### config.mk
export PLATFORM = sky130hd
export DESIGN_NAME = cache_bus_arbiter_flat
export DESIGN_NICKNAME = d
export VERILOG_FILES = /design/src/rtl/cache_bus_arbiter_if.sv /design/src/rtl/cache_bus_arbiter.sv /design/src/flat_wrapper.sv
export SDC_FILE = /design/constraint.sdc
export NUM_CORES = 1
export LEC_CHECK = 0
export BUFFER_PORTS_ARGS = -buffer_cell sky130_fd_sc_hd__buf_2
export CAP_MARGIN = 20
export CORE_AREA = 5 5 118 120
export DETAILED_ROUTE_END_ITERATION = 6
export DIE_AREA = 0 0 123 125
export PLACE_DENSITY = 0.59
export SYNTH_ARGS = -nofsm -noshare
export SYNTH_HDL_FRONTEND = slang
export SYNTH_SLANG_ARGS = --single-unit
### constraint.sdc
create_clock -name clk -period 2.1 [get_ports clk]
set_input_delay 0.105 -clock clk [delete_from_list [all_inputs] [get_ports clk]]
set_output_delay 0.105 -clock clk [all_outputs]
set_load 0.005 [all_outputs]
### src/rtl/cache_bus_arbiter_if.sv
// Signal bundle between the I/D caches, cache_bus_arbiter and the AXI bridge.
// slave: arbiter view; master: the caches/bridge environment driving it.
interface cache_bus_arbiter_if #(
  parameter int BUS_WIDTH = 32
);
  logic                 cache_inst_req;
  logic                 cache_inst_wr;
  logic [1:0]           cache_inst_size;
  logic [BUS_WIDTH-1:0] cache_inst_addr;
  logic [BUS_WIDTH-1:0] cache_inst_wdata;
  logic [BUS_WIDTH-1:0] cache_inst_rdata;
  logic                 cache_inst_addr_ok;
  logic                 cache_inst_data_ok;

  logic                 cache_data_req;
  logic                 cache_data_wr;
  logic [1:0]           cache_data_size;
  logic [BUS_WIDTH-1:0] cache_data_addr;
  logic [BUS_WIDTH-1:0] cache_data_wdata;
  logic [BUS_WIDTH-1:0] cache_data_rdata;
  logic                 cache_data_addr_ok;
  logic                 cache_data_data_ok;

  logic                 bus_req;
  logic                 bus_wr;
  logic [1:0]           bus_size;
  logic [BUS_WIDTH-1:0] bus_addr;
  logic [BUS_WIDTH-1:0] bus_wdata;
  logic [BUS_WIDTH-1:0] bus_rdata;
  logic                 bus_addr_ok;
  logic                 bus_data_ok;

  modport slave (
    input  cache_inst_req, cache_inst_wr, cache_inst_size, cache_inst_addr, cache_inst_wdata,
    output cache_inst_rdata, cache_inst_addr_ok, cache_inst_data_ok,
    input  cache_data_req, cache_data_wr, cache_data_size, cache_data_addr, cache_data_wdata,
    output cache_data_rdata, cache_data_addr_ok, cache_data_data_ok,
    output bus_req, bus_wr, bus_size, bus_addr, bus_wdata,
    input  bus_rdata, bus_addr_ok, bus_data_ok
  );

  modport master (
    output cache_inst_req, cache_inst_wr, cache_inst_size, cache_inst_addr, cache_inst_wdata,
    input  cache_inst_rdata, cache_inst_addr_ok, cache_inst_data_ok,
    output cache_data_req, cache_data_wr, cache_data_size, cache_data_addr, cache_data_wdata,
    input  cache_data_rdata, cache_data_addr_ok, cache_data_data_ok,
    input  bus_req, bus_wr, bus_size, bus_addr, bus_wdata,
    output bus_rdata, bus_addr_ok, bus_data_ok
  );
endinterface

### src/rtl/cache_bus_arbiter.sv
// Two-requester (I-cache / D-cache) arbiter onto a single AXI-bridge port, one transaction at a time.
// Build option: define ARB_ROUND_ROBIN_EN for round-robin on simultaneous requests (default: D-cache priority).
module cache_bus_arbiter #(
  parameter int BUS_WIDTH = 32
) (
  input  logic               clk,
  input  logic               rst,
  cache_bus_arbiter_if.slave bus_if
);

  typedef enum logic [1:0] {IDLE, ADDR, DATA} state_t;
  typedef enum logic {OWN_INST = 1'b0, OWN_DATA = 1'b1} owner_t;

  state_t state_q, state_d;
  owner_t owner_q, owner_d;
  logic   grant_data;
  logic   addr_ok;
  logic   data_ok;

  logic                 sel_wr;
  logic [1:0]           sel_size;
  logic [BUS_WIDTH-1:0] sel_addr;
  logic [BUS_WIDTH-1:0] sel_wdata;

`ifdef ARB_ROUND_ROBIN_EN
  owner_t last_owner_q, last_owner_d;
`endif

  always_comb begin
    grant_data = 1'b0;
    if (bus_if.cache_data_req && bus_if.cache_inst_req) begin
`ifdef ARB_ROUND_ROBIN_EN
      grant_data = (last_owner_q == OWN_INST);
`else
      grant_data = 1'b1;
`endif
    end else begin
      grant_data = bus_if.cache_data_req;
    end
  end

  always_comb begin
    state_d = state_q;
    owner_d = owner_q;
    addr_ok = 1'b0;
    data_ok = 1'b0;
`ifdef ARB_ROUND_ROBIN_EN
    last_owner_d = last_owner_q;
`endif
    case (state_q)
      IDLE: begin
        if (bus_if.cache_inst_req || bus_if.cache_data_req) begin
          owner_d = grant_data ? OWN_DATA : OWN_INST;
          state_d = ADDR;
`ifdef ARB_ROUND_ROBIN_EN
          last_owner_d = grant_data ? OWN_DATA : OWN_INST;
`endif
        end
      end
      ADDR: begin
        addr_ok = bus_if.bus_addr_ok;
        // A bridge may finish address and data in one beat; skip DATA then.
        if (bus_if.bus_addr_ok) begin
          if (bus_if.bus_data_ok) begin
            data_ok = 1'b1;
            state_d = IDLE;
          end else begin
            state_d = DATA;
          end
        end
      end
      DATA: begin
        data_ok = bus_if.bus_data_ok;
        if (bus_if.bus_data_ok) begin
          state_d = IDLE;
        end
      end
      default: state_d = IDLE;
    endcase
  end

  always_ff @(posedge clk) begin
    if (rst) begin
      state_q <= IDLE;
      owner_q <= OWN_INST;
`ifdef ARB_ROUND_ROBIN_EN
      last_owner_q <= OWN_INST;
`endif
    end else begin
      state_q <= state_d;
      owner_q <= owner_d;
`ifdef ARB_ROUND_ROBIN_EN
      last_owner_q <= last_owner_d;
`endif
    end
  end

  always_comb begin
    if (owner_q == OWN_DATA) begin
      sel_wr    = bus_if.cache_data_wr;
      sel_size  = bus_if.cache_data_size;
      sel_addr  = bus_if.cache_data_addr;
      sel_wdata = bus_if.cache_data_wdata;
    end else begin
      sel_wr    = bus_if.cache_inst_wr;
      sel_size  = bus_if.cache_inst_size;
      sel_addr  = bus_if.cache_inst_addr;
      sel_wdata = bus_if.cache_inst_wdata;
    end
  end

  assign bus_if.bus_req   = (state_q == ADDR);
  assign bus_if.bus_wr    = sel_wr;
  assign bus_if.bus_size  = sel_size;
  assign bus_if.bus_addr  = sel_addr;
  assign bus_if.bus_wdata = sel_wdata;

  // Handshakes only ever reach the current owner.
  assign bus_if.cache_inst_addr_ok = addr_ok && (owner_q == OWN_INST);
  assign bus_if.cache_inst_data_ok = data_ok && (owner_q == OWN_INST);
  assign bus_if.cache_data_addr_ok = addr_ok && (owner_q == OWN_DATA);
  assign bus_if.cache_data_data_ok = data_ok && (owner_q == OWN_DATA);

  assign bus_if.cache_inst_rdata = bus_if.bus_rdata;
  assign bus_if.cache_data_rdata = bus_if.bus_rdata;

endmodule

### src/flat_wrapper.sv
// flat-port wrapper written by rule: the top's interface ports become plain ports
module cache_bus_arbiter_flat 
#(
  parameter int BUS_WIDTH = 32
)
  (clk, rst, bus_if_cache_inst_req, bus_if_cache_inst_wr, bus_if_cache_inst_size, bus_if_cache_inst_addr, bus_if_cache_inst_wdata, bus_if_cache_inst_rdata, bus_if_cache_inst_addr_ok, bus_if_cache_inst_data_ok, bus_if_cache_data_req, bus_if_cache_data_wr, bus_if_cache_data_size, bus_if_cache_data_addr, bus_if_cache_data_wdata, bus_if_cache_data_rdata, bus_if_cache_data_addr_ok, bus_if_cache_data_data_ok, bus_if_bus_req, bus_if_bus_wr, bus_if_bus_size, bus_if_bus_addr, bus_if_bus_wdata, bus_if_bus_rdata, bus_if_bus_addr_ok, bus_if_bus_data_ok);
  cache_bus_arbiter_if #(.BUS_WIDTH(BUS_WIDTH)) bus_if_i ();
  input  logic clk;
  input  logic rst;
  input wire logic [$bits(bus_if_i.cache_inst_req)-1:0] bus_if_cache_inst_req;
  input wire logic [$bits(bus_if_i.cache_inst_wr)-1:0] bus_if_cache_inst_wr;
  input wire logic [$bits(bus_if_i.cache_inst_size)-1:0] bus_if_cache_inst_size;
  input wire logic [$bits(bus_if_i.cache_inst_addr)-1:0] bus_if_cache_inst_addr;
  input wire logic [$bits(bus_if_i.cache_inst_wdata)-1:0] bus_if_cache_inst_wdata;
  output wire logic [$bits(bus_if_i.cache_inst_rdata)-1:0] bus_if_cache_inst_rdata;
  output wire logic [$bits(bus_if_i.cache_inst_addr_ok)-1:0] bus_if_cache_inst_addr_ok;
  output wire logic [$bits(bus_if_i.cache_inst_data_ok)-1:0] bus_if_cache_inst_data_ok;
  input wire logic [$bits(bus_if_i.cache_data_req)-1:0] bus_if_cache_data_req;
  input wire logic [$bits(bus_if_i.cache_data_wr)-1:0] bus_if_cache_data_wr;
  input wire logic [$bits(bus_if_i.cache_data_size)-1:0] bus_if_cache_data_size;
  input wire logic [$bits(bus_if_i.cache_data_addr)-1:0] bus_if_cache_data_addr;
  input wire logic [$bits(bus_if_i.cache_data_wdata)-1:0] bus_if_cache_data_wdata;
  output wire logic [$bits(bus_if_i.cache_data_rdata)-1:0] bus_if_cache_data_rdata;
  output wire logic [$bits(bus_if_i.cache_data_addr_ok)-1:0] bus_if_cache_data_addr_ok;
  output wire logic [$bits(bus_if_i.cache_data_data_ok)-1:0] bus_if_cache_data_data_ok;
  output wire logic [$bits(bus_if_i.bus_req)-1:0] bus_if_bus_req;
  output wire logic [$bits(bus_if_i.bus_wr)-1:0] bus_if_bus_wr;
  output wire logic [$bits(bus_if_i.bus_size)-1:0] bus_if_bus_size;
  output wire logic [$bits(bus_if_i.bus_addr)-1:0] bus_if_bus_addr;
  output wire logic [$bits(bus_if_i.bus_wdata)-1:0] bus_if_bus_wdata;
  input wire logic [$bits(bus_if_i.bus_rdata)-1:0] bus_if_bus_rdata;
  input wire logic [$bits(bus_if_i.bus_addr_ok)-1:0] bus_if_bus_addr_ok;
  input wire logic [$bits(bus_if_i.bus_data_ok)-1:0] bus_if_bus_data_ok;
  assign bus_if_i.cache_inst_req = bus_if_cache_inst_req;
  assign bus_if_i.cache_inst_wr = bus_if_cache_inst_wr;
  assign bus_if_i.cache_inst_size = bus_if_cache_inst_size;
  assign bus_if_i.cache_inst_addr = bus_if_cache_inst_addr;
  assign bus_if_i.cache_inst_wdata = bus_if_cache_inst_wdata;
  assign bus_if_cache_inst_rdata = bus_if_i.cache_inst_rdata;
  assign bus_if_cache_inst_addr_ok = bus_if_i.cache_inst_addr_ok;
  assign bus_if_cache_inst_data_ok = bus_if_i.cache_inst_data_ok;
  assign bus_if_i.cache_data_req = bus_if_cache_data_req;
  assign bus_if_i.cache_data_wr = bus_if_cache_data_wr;
  assign bus_if_i.cache_data_size = bus_if_cache_data_size;
  assign bus_if_i.cache_data_addr = bus_if_cache_data_addr;
  assign bus_if_i.cache_data_wdata = bus_if_cache_data_wdata;
  assign bus_if_cache_data_rdata = bus_if_i.cache_data_rdata;
  assign bus_if_cache_data_addr_ok = bus_if_i.cache_data_addr_ok;
  assign bus_if_cache_data_data_ok = bus_if_i.cache_data_data_ok;
  assign bus_if_bus_req = bus_if_i.bus_req;
  assign bus_if_bus_wr = bus_if_i.bus_wr;
  assign bus_if_bus_size = bus_if_i.bus_size;
  assign bus_if_bus_addr = bus_if_i.bus_addr;
  assign bus_if_bus_wdata = bus_if_i.bus_wdata;
  assign bus_if_i.bus_rdata = bus_if_bus_rdata;
  assign bus_if_i.bus_addr_ok = bus_if_bus_addr_ok;
  assign bus_if_i.bus_data_ok = bus_if_bus_data_ok;
  cache_bus_arbiter #(.BUS_WIDTH(BUS_WIDTH)) u_core (.clk(clk), .rst(rst), .bus_if(bus_if_i));
endmodule
==> impl_results.md, run 1 <==
- First-pass GRT wire length: 8130 um
- Critical path required time: 2.00 ns
- Clock transition at the registers of the reported paths: 0.03 ns
- Count of buffers added by post-CTS timing repair for setup: 0
- Cell type group with the largest total delay on the critical path: flip-flops
- Synth-to-layout area growth: 41.3%
- Final cell utilization of the core: 20.7%
- Number of DRC violations after detailed-routing iteration 0: 37
- Total instance count after detailed placement: 488
- Average via count per standard cell: 3.37
- Final setup violation count: 0
- Num Clock Sinks: 3
- Data arrival, critical path: 1.50 ns
- Number of buffers and inverters on the critical path: 2
- Cell at the root of the clock tree: clkbuf_16
- Reg-to-Reg End: u_core.state_q[1]
- Type of element launching the critical path: flop
- Clock tree from TritonCTS: built
- Clock period minus worst slack: 1.61 ns
- Antenna cells: 0
- Final TNS setup: 0 ns
- Synth top cells by count: 65 x mux2_4, 64 x buf_4, 6 x buf_12, 6 x nand2_1, 5 x ha_1
- Endpoint class of the critical path: output pin
- Post-route DRC violation count: 0
- Critical path endpoint: bus_if_bus_wr
- Critical setup path kind: flop to output pin
- Most frequent cell after synthesis: mux2_4
- Slack of the worst reg-to-reg path: 0.76 ns
- Class of the worst hold path: primary input to flop
- Number of routed nets with antenna violations: 0
- Number of cells upsized or downsized after cts: 0
- Number of buffers inserted by hold repair at cts: 0
- Launch point of the critical path: u_core.owner_q
- Worst-case clock skew: 0.00144 ns
- Dpl hpwl: 5610 um
- Transition time of the tightest slew-check pin: 0.308 ns
- Die span in y: 125 um
- Result of the run: complete, no violations
- Number of stages on the worst setup path: 3
- Die ar.: 15,400 um2
- Setup WS pre-CTS: 0.714 ns
- Highest Clock Rate: 0.621 GHz
- Overall global routing resource usage: 6.60%
- Area share of the largest cell type after synthesis: 51.8%
- Synth top area cells: mux2_4 52%, buf_4 25%, buf_12 6.4%
- Met2 Routed Length: 3210 um
- Cell-by-cell trace of the critical path: buf_12, mux2_4, buf_2
- Sequential share of the synthesized area: 3.19%
- Final wirelength: 6120 um
- Average routed wire per standard cell: 12.4 um
- Grt total ovfl: 0
- Post-layout nets: 494
- Core footprint: 12,900 um2
- Io pins: 308
- Critical path's largest stage delay: 0.53 ns
- Post-synthesis area per instance: 11.1 um2
- Largest net degree at the start of global routing: 31
- R2R Path Start: u_core.state_q[1]
- Number of antenna violations at the first check in global routing: 1
- Peak fanout along the critical path: 30
- Worst slew margin: 79.5%
- Clock latency on the worst-skew pair: 0.22 ns
- Final WS setup: 0.490 ns
- P_leak: 1.51 nW
- Routability congestion estimate: 0.712
- Cell Count, Final, Fillers Out: 492
- Net Count, Synth: 347
- Vias in the first global route: 1,623
- Synth warnings: 0
- Length of routed wiring on met1: 1910 um
- Unrepaired setup endpoints after global routing: false
- Ys flop type: dfxtp_1
- Share of synthesized flip-flops with an asynchronous set or reset: 0%
- Filler Cells Inserted: 1,399
- Design Area, Final: 2670 um2
- Number of vias after detailed routing: 1,659
- Top layer reached by signal wires: met4
- CTS max path bufs: 2
- Count of input and output buffers: 211
- Number of buffers added by the clock tree synthesis step: 3
- Worst reg-to-reg path cell count: 5
- CP max-delay cell: dfxtp_4
- Share of layout cells above drive strength 1: 90.5%
- Number of maximum-capacitance constraint violations: 0
- Peak supply drop: 311 uV
- Count of final hold-check violations: 0
- Number of max-slew violations in the final report: 0
- Met3 layer wire length in the routed design: 949 um
- Cell area after synthesis: 1890 um2
- CTS H-Tree Depth: 1
- Number of synthesized flops with an enable pin: 0
- Row count: 42
- Number of instances in the synthesized netlist: 170
- Cell type contributing the most total cell area after synthesis: mux2_4
- Flops & latches, synth: 3
- Final worst-path cycle share: 76.7%
- Effective utilization at floorplan: 14.6%
- DP Area: 2590 um2
- Library cells used by synthesis: 20
- Die Width: 123 um
- Number of iterations in the first detailed-routing pass: 4
- PD cells: 495 nW/um2
[cell type report]
| cell class | count | area (um2) | share of cell area (%) |
|---|---|---|---|
| multi-input combinational | 91 | 1180 | 44.4 |
| tap | 176 | 220 | 8.26 |
| sequential | 3 | 63.8 | 2.39 |
| timing repair buffer | 214 | 1100 | 41.4 |
| inverter | 4 | 15.0 | 0.563 |
| clock buffer | 4 | 78.8 | 2.96 |
[metrics by stage]
stage          hold WS (ns)  power (mW)
6_report             0.0645        1.32
3_3_place_gp          0.210        1.03
4_1_cts              0.0657        1.34
3_5_place_dp          0.210        1.04
2_1_floorplan         0.177       0.848
5_1_grt              0.0817        1.42
[flip-flops by register name, summed over array words and instances (netlist names)]
register / flops
u_core.owner_q: 1
u_core.state_q: 2
[kinds of logic (layout without fill, tap and decap cells)]
| family | Yosys count | count (layout) | share of synthesized area (%) |
|---|---|---|---|
| multiplexers | 69 | 69 | 54.0 |
| AO/OA/AOI/OAI | 3 | 3 | 2.06 |
| buffers and inverters | 76 | 222 | 34.0 |
| flip-flops | 3 | 3 | 3.19 |
| adder cells (fa/ha/maj) | 5 | 5 | 3.32 |
| AND/OR/NAND/NOR | 14 | 14 | 3.38 |
[worst min path at each step]
stage	endpoint	slack [ns]	depth (start not counted)	from
after CTS	u_core.owner_q	0.07	2	rst
after global routing	u_core.owner_q	0.08	2	rst
final	u_core.owner_q	0.06	2	rst
after floorplan	u_core.owner_q	0.18	1	rst
after global placement	bus_if_cache_data_rdata[10]	0.21	0	bus_if_bus_rdata[10]
after detailed placement	bus_if_cache_data_rdata[10]	0.21	0	bus_if_bus_rdata[10]
[report_power, final]
part           internal (mW)  total, mW  leakage (nW)  switching [mW]
sequential            0.0715      0.108        0.0254          0.0370
combinational          0.588      0.913          1.45           0.325
clock                  0.250      0.298        0.0382          0.0483
total                  0.910       1.32          1.51           0.410
[routing by layer]
metal	up-vias	GRT usage (%)
li1	807	-
met1	723	6.20
met2	109	12.9
met3	20	2.57
met4	0	1.82
met5	-	0
[cells in the final DEF (no fill, tap or decap), drive strengths merged, types with 2 or more instances in the layout]
cell type,synthesis,final
ha,5,5
mux2i,2,2
dfxtp,3,3
inv,4,4
buf,72,214
mux2,67,67
nand2,6,6
nor2,3,3
clkbuf,0,4
Power figures use the tool's default switching activity.
==> run 2, diff against run 1 <==
--- a/config.mk
+++ b/config.mk
@@ -5,12 +5,13 @@
 export SDC_FILE = /design/constraint.sdc
 export NUM_CORES = 1
 export LEC_CHECK = 0
+export ABC_AREA = 1
 export BUFFER_PORTS_ARGS = -buffer_cell sky130_fd_sc_hd__buf_2
 export CAP_MARGIN = 20
 export CORE_AREA = 5 5 118 120
 export DETAILED_ROUTE_END_ITERATION = 6
 export DIE_AREA = 0 0 123 125
-export PLACE_DENSITY = 0.59
+export PLACE_DENSITY = 0.57
 export SYNTH_ARGS = -nofsm -noshare
 export SYNTH_HDL_FRONTEND = slang
 export SYNTH_SLANG_ARGS = --single-unit
==> constraint.sdc (replaced) <==
create_clock -name clk -period 1.5 [get_ports clk]
set_input_delay 0.075 -clock clk [delete_from_list [all_inputs] [get_ports clk]]
set_output_delay 0.075 -clock clk [all_outputs]
set_load 0.005 [all_outputs]
==> impl_results.md, run 2 <==
- Clock latency on the worst-skew pair: 0.23 ns (was 0.22 ns)
- Design Area, Final: 2430 um2 (was 2670 um2)
- Number of antenna violations at the first check in global routing: 0 (was 1)
- Worst-case clock skew: 0.00191 ns (was 0.00144 ns)
- Ys flop type: dfxtp_1 (unchanged)
- PD cells: 873 nW/um2 (was 495 nW/um2)
- Highest Clock Rate: 0.723 GHz
- Grt total ovfl: 0 (unchanged)
- Post-route DRC violation count: 0 (unchanged)
- Most frequent cell after synthesis: nand2_1 (was mux2_4)
- Io pins: 308 (unchanged)
- Critical path's largest stage delay: 0.33 ns (was 0.53 ns)
- Registers with the highest flip-flop counts: u_core.state_q x2, u_core.owner_q x1 (unchanged)
- Final setup violation count: 0 (unchanged)
- Peak supply drop: 790 uV (was 311 uV)
- Number of DRC violations after detailed-routing iteration 0: 86 (was 37)
- Critical setup path kind: flop to output pin (unchanged)
- Dpl hpwl: 5750 um (was 5610 um)
- Number of vias after detailed routing: 2,193 (was 1,659)
- Number of buffers added by the clock tree synthesis step: 3 (unchanged)
- CTS max path bufs: 2 (unchanged)
- Effective utilization at floorplan: 12.2% (was 14.6%)
- Die Width: 123 um (unchanged)
- Final cell utilization of the core: 18.9% (was 20.7%)
- Library cells used by synthesis: 13 (was 20)
- Number of iterations in the first detailed-routing pass: 4 (unchanged)
- Synth top cells by count: 211 x nand2_1, 65 x buf_4, 12 x buf_2 (was 65 x mux2_4, 64 x buf_4, 6 x buf_12, 6 x nand2_1, 5 x ha_1)
- Number of max-slew violations in the final report: 0 (unchanged)
- Post-layout nets: 638 (was 494)
- Number of flip-flops under the largest register name: 2 (unchanged)
- Share of layout cells above drive strength 1: 49.1% (was 90.5%)
- Number of synthesized flops with an enable pin: 0 (unchanged)
- Area share of the largest cell type after synthesis: 50.2% (was 51.8%)
- Number of maximum-capacitance constraint violations: 0 (unchanged)
- Final wirelength: 6850 um (was 6120 um)
- CTS H-Tree Depth: 1 (unchanged)
- Clock tree from TritonCTS: built (unchanged)
- Final WS setup: 0.117 ns (was 0.490 ns)
- Clock period minus worst slack: 1.38 ns
- Class of the worst hold path: primary input to flop (unchanged)
- Antenna cells: 0 (unchanged)
- Commonest cells after routing, fill and taps aside: 211 x nand2_1, 211 x buf_2, 8 x nor2_1 (was 211 x buf_2, 65 x mux2_4, 6 x nand2_1)
- Synth top area cells: nand2_1 50%, buf_4 31%, ha_1 4.0% (was mux2_4 52%, buf_4 25%, buf_12 6.4%)
- Critical path required time: 1.42 ns (was 2.00 ns)
- Count of final hold-check violations: 0 (unchanged)
- Num Clock Sinks: 3 (unchanged)
- Synth warnings: 0 (unchanged)
- Clock transition at the registers of the reported paths: 0.03 ns (about the same)
- Final TNS setup: 0 ns (unchanged)
- Net Count, Synth: 496 (was 347)
- Sequential share of the synthesized area: 3.81% (was 3.19%)
- Average via count per standard cell: 3.45 (was 3.37)
- Setup WS pre-CTS: 0.325 ns (was 0.714 ns)
- Unrepaired setup endpoints after global routing: false (unchanged)
- Cell-by-cell trace of the critical path: inv_4, buf_4, nand2_1, nand2_1, buf_2 (was buf_12, mux2_4, buf_2)
- Overall global routing resource usage: 7.74% (was 6.60%)
- Share of synthesized flip-flops with an asynchronous set or reset: 0% (unchanged)
- Transition time of the tightest slew-check pin: 0.363 ns (was 0.308 ns)
- Cell type contributing the most total cell area after synthesis: nand2_1 (was mux2_4)
- Largest register by flop count: u_core.state_q (unchanged)
- Data arrival, critical path: 1.31 ns (was 1.50 ns)
- Core footprint: 12,900 um2 (unchanged)
- DP Area: 2330 um2 (was 2590 um2)
- Peak fanout along the critical path: 29 (was 30)
- First-pass GRT wire length: 9930 um (was 8130 um)
- Routability congestion estimate: 0.807 (was 0.712)
- P_leak: 1.62 nW (was 1.51 nW)
- Cell at the root of the clock tree: clkbuf_16 (unchanged)
- Post-synthesis area per instance: 4.94 um2 (was 11.1 um2)
- CP max-delay cell: dfxtp_2 (was dfxtp_4)
- Endpoint class of the critical path: output pin (unchanged)
- Number of instances in the synthesized netlist: 319 (was 170)
- Count of input and output buffers: 211 (unchanged)
- Worst hold margin: 0.0158 ns (was 0.0645 ns)
- Die span in y: 125 um (unchanged)
- Cell area after synthesis: 1580 um2 (was 1890 um2)
- Number of routed nets with antenna violations: 0 (unchanged)
- Row count: 42 (unchanged)
- Synth-to-layout area growth: 54.4% (was 41.3%)
- Type of element launching the critical path: flop (unchanged)
- Most used cell along the critical path: nand2_1
- Largest net degree at the start of global routing: 37 (was 31)
- Result of the run: complete, no violations (unchanged)
- Slack of the worst reg-to-reg path: 0.38 ns (was 0.76 ns)
- Die ar.: 15,400 um2 (unchanged)
- Average routed wire per standard cell: 10.8 um (was 12.4 um)
- Vias in the first global route: 2,031 (was 1,623)
- Worst slew margin: 75.8% (was 79.5%)
- Flops & latches, synth: 3 (unchanged)
- Final worst-path cycle share: 92.2%
[run 2: changes by cell type after synthesis, sizes merged, moves of 2 or more]
cell	previous run	this run
nand2	6	211
mux2	67	0
buf	72	79
inv	4	7
nor2	3	8
mux2i	2	0
[run 2: logic make-up after synthesis]
group | Yosys count | synth area share (%)
fa+ha+maj | 5 | 3.97
buf+inv | 86 | 38.0
flops | 3 | 3.81
compound gates | 2 | 0.635
simple gates | 223 | 53.6
[run 2: final timing paths]
check,from,endpoint,cells after the start
worst max-delay path,u_core.owner_q,bus_if_bus_addr[12],5
worst min-delay path,rst,u_core.owner_q,2
worst max register to register,u_core.state_q[1],u_core.state_q[0],7
worst min register to register,u_core.state_q[0],u_core.state_q[0],4
[run 2: metal layers]
metal | GRT usage, % | vias up | wire, um
li1 | - | 1160 | -
met1 | 9.54 | 884 | 2660
met2 | 12.8 | 131 | 3210
met3 | 2.80 | 18 | 880
met4 | 1.89 | 0 | 97
met5 | 0 | - | 0
[run 2: what timing repair did]
item | in CTS | in global routing
gates resized for setup | 0 | 8
hold buffers | 0 | 0
setup endpoints to repair | 0 | 2
buffers inserted | 0 | 1
[run 2: cell type report]
type,count,area [um2]
Timing Repair Buffer,216,1110
Tap cell,176,220
Inverter,7,31.3
Multi-Input combinational cell,230,932
Sequential cell,3,65.1
Clock buffer,4,78.8
Fill cell,1507,10400
[run 2: critical path, delay by kind of cell (launching register included)]
family | cells | cell delay [ns]
buf+inv | 3 | 0.61
flops | 1 | 0.33
simple gates | 2 | 0.13
[run 2: stage by stage]
stage               std cells  total power, mW
global placement          631             1.67
floorplan                 319             1.09
CTS                       635             2.11
finish                    636             2.13
global route              636             2.37
detailed placement        631             1.67
[run 2: where the power goes]
| group | internal (mW) | switching, mW | total (mW) |
|---|---|---|---|
| Sequential | 0.115 | 0.0336 | 0.149 |
| Combinational | 0.687 | 0.860 | 1.55 |
| Clock | 0.351 | 0.0783 | 0.430 |
==> run 3, diff against run 2 <==
--- a/config.mk
+++ b/config.mk
@@ -11,6 +11,7 @@
 export CORE_AREA = 5 5 118 120
 export DETAILED_ROUTE_END_ITERATION = 6
 export DIE_AREA = 0 0 123 125
+export GPL_ROUTABILITY_DRIVEN = 0
 export PLACE_DENSITY = 0.57
 export SYNTH_ARGS = -nofsm -noshare
 export SYNTH_HDL_FRONTEND = slang
==> constraint.sdc (replaced) <==
create_clock -name clk -period 1.5 [get_ports clk]
set_input_delay 0.3 -clock clk [delete_from_list [all_inputs] [get_ports clk]]
set_output_delay 0.3 -clock clk [all_outputs]
set_load 0.005 [all_outputs]
==> impl_results.md, run 3 (same netlist as run 2, synthesis figures left out) <==
- Data arrival, critical path: 1.28 ns (was 1.31 ns)
- Worst-case clock skew: 0.000619 ns (was 0.00191 ns)
- Number of flip-flops under the largest register name: 2 (unchanged)
- Number of vias after detailed routing: 2,466 (was 2,193)
- Worst slew margin: 86.2% (was 75.8%)
- Die span in y: 125 um (unchanged)
- Number of buffers inserted by hold repair at cts: 0 (unchanged)
- Critical path endpoint: bus_if_bus_size[0] (was bus_if_bus_addr[12])
- R2R Path Start: u_core.state_q[1] (unchanged)
- Final TNS setup: -2.73 ns (was 0 ns)
- Slack of the worst reg-to-reg path: 0.34 ns (was 0.38 ns)
- Die ar.: 15,400 um2 (unchanged)
- Number of routed nets with antenna violations: 0 (unchanged)
- Post-route DRC violation count: 0 (unchanged)
- Share of layout cells above drive strength 1: 71.3% (was 49.1%)
- Critical path required time: 1.20 ns (was 1.42 ns)
- Synth-to-layout area growth: 107% (was 54.4%)
- Peak fanout along the critical path: 8 (was 29)
- Registers with the highest flip-flop counts: u_core.state_q x2, u_core.owner_q x1 (unchanged)
- Power consumption: 3.21 mW (was 2.13 mW)
- Commonest cells after routing, fill and taps aside: 205 x buf_2, 119 x nand2_1, 66 x nand2_2 (was 211 x nand2_1, 211 x buf_2, 8 x nor2_1)
- Filler Cells Inserted: 1,442 (was 1,507)
- Count of final hold-check violations: 0 (unchanged)
- Number of DRC violations after detailed-routing iteration 0: 57 (was 86)
- Io pins: 308 (unchanged)
- Setup WS pre-CTS: 0.0987 ns (was 0.325 ns)
- Count of input and output buffers: 211 (unchanged)
- PD cells: 984 nW/um2 (was 873 nW/um2)
- Antenna cells: 0 (unchanged)
- Unrepaired setup endpoints after global routing: true (was false)
- Number of buffers added by the clock tree synthesis step: 3 (unchanged)
- Peak supply drop: 982 uV (was 790 uV)
- Final wirelength: 9460 um (was 6850 um)
- Clock latency on the worst-skew pair: 0.22 ns (was 0.23 ns)
- Effective utilization at floorplan: 12.2% (unchanged)
- Clock transition at the registers of the reported paths: 0.03 ns (about the same)
- Row count: 42 (unchanged)
- Clock period minus worst slack: 1.58 ns (was 1.38 ns)
- Number of antenna violations at the first check in global routing: 0 (unchanged)
- CTS max path bufs: 2 (unchanged)
- Critical setup path kind: flop to output pin (unchanged)
- Most common library cell in the layout ignoring fill and taps: buf_2
- Transition time of the tightest slew-check pin: 0.207 ns (was 0.363 ns)
- CTS H-Tree Depth: 1 (unchanged)
- Number of maximum-capacitance constraint violations: 0 (unchanged)
- Result of the run: complete, but fails checks (was complete, no violations)
- Number of max-slew violations in the final report: 0 (unchanged)
- Clock tree from TritonCTS: built (unchanged)
- Type of element launching the critical path: flop (unchanged)
- Core footprint: 12,900 um2 (unchanged)
- Final WS setup: -0.0791 ns (was 0.117 ns)
- Endpoint class of the critical path: output pin (unchanged)
- Die Width: 123 um (unchanged)
- Grt total ovfl: 0 (unchanged)
- Average via count per standard cell: 3.77 (was 3.45)
- Average routed wire per standard cell: 14.5 um (was 10.8 um)
- Cell at the root of the clock tree: clkbuf_16 (unchanged)
- Largest register by flop count: u_core.state_q (unchanged)
- DP Area: 2340 um2 (was 2330 um2)
- Highest Clock Rate: 0.633 GHz (was 0.723 GHz)
- Dpl hpwl: 5640 um (was 5750 um)
- Largest net degree at the start of global routing: 71 (was 37)
- Final worst-path cycle share: 105% (was 92.2%)
- Violated checks: setup timing
- Worst reg-to-reg path cell count: 6 (was 7)
- Vias in the first global route: 2,143 (was 2,031)
- Number of iterations in the first detailed-routing pass: 4 (unchanged)
- First-pass GRT wire length: 9990 um (was 9930 um)
- Overall global routing resource usage: 7.75% (was 7.74%)
- P_leak: 1.90 nW (was 1.62 nW)
- Design Area, Final: 3260 um2 (was 2430 um2)
- Launch point of the critical path: u_core.owner_q (unchanged)
- Reg-to-Reg End: u_core.state_q[1] (was u_core.state_q[0])
- Num Clock Sinks: 3 (unchanged)
- Class of the worst hold path: primary input to flop (unchanged)
- Final setup violation count: 66 (was 0)
- Post-layout nets: 656 (was 638)
[run 3: through the flow]
| stage | util (%) | instances | hold slack [ns] |
|---|---|---|---|
| after floorplan | - | 319 | 0.369 |
| after global placement | 18.2 | 630 | 0.474 |
| after detailed placement | 18.2 | 630 | 0.477 |
| after CTS | 19.4 | 636 | 0.244 |
| after global routing | 25.3 | 654 | 0.244 |
| final | 25.3 | 654 | 0.243 |
[run 3: what timing repair did]
item,CTS,global route
pin swaps,5,13
gates resized for setup,16,140
endpoints found under the setup margin,28,71
gates cloned,0,13
buffers inserted,2,5
hold endpoints to repair,0,0
[run 3: worst min-delay path by stage]
stage,end,startpoint,slack (ns),cells after the start
2_1_floorplan,u_core.owner_q,rst,0.37,1
3_3_place_gp,u_core.owner_q,rst,0.47,2
3_5_place_dp,u_core.owner_q,rst,0.48,2
4_1_cts,u_core.owner_q,rst,0.24,2
5_1_grt,u_core.owner_q,rst,0.24,2
6_report,u_core.owner_q,rst,0.24,2
[run 3: worst max-delay path, cell delays in order, from the launching register on]
cell,delay [ns]
dfxtp_4,0.46
clkinv_8,0.15
clkbuf_16,0.21
nand2_2,0.05
nand2_1,0.05
buf_2,0.12
[run 3: where the power goes]
group	total (mW)	leakage [nW]	internal, mW	switching, mW
registers	0.194	0.0267	0.122	0.0727
clock network	0.424	0.0382	0.351	0.0732
logic	2.59	1.83	1.28	1.31
total	3.21	1.90	1.75	1.45
[run 3: routing by layer]
metal / up-vias / global-route usage, % / routed length, um
met2: 126 / 13.6 / 4670
li1: 1205 / - / -
met5: - / 0 / 0
met1: 1117 / 9.18 / 3910
met3: 18 / 2.21 / 756
met4: 0 / 1.95 / 112
[run 3: area by class of cell]
cell class | instances | area (um2) | share of cell area, %
Tap cell | 176 | 220 | 6.75
Timing Repair Buffer | 233 | 1510 | 46.1
Clock buffer | 4 | 78.8 | 2.42
Sequential cell | 3 | 71.3 | 2.19
Multi-Input combinational cell | 230 | 1330 | 40.7
Inverter | 7 | 46.3 | 1.42
Timing Repair inverter | 1 | 11.3 | 0.345
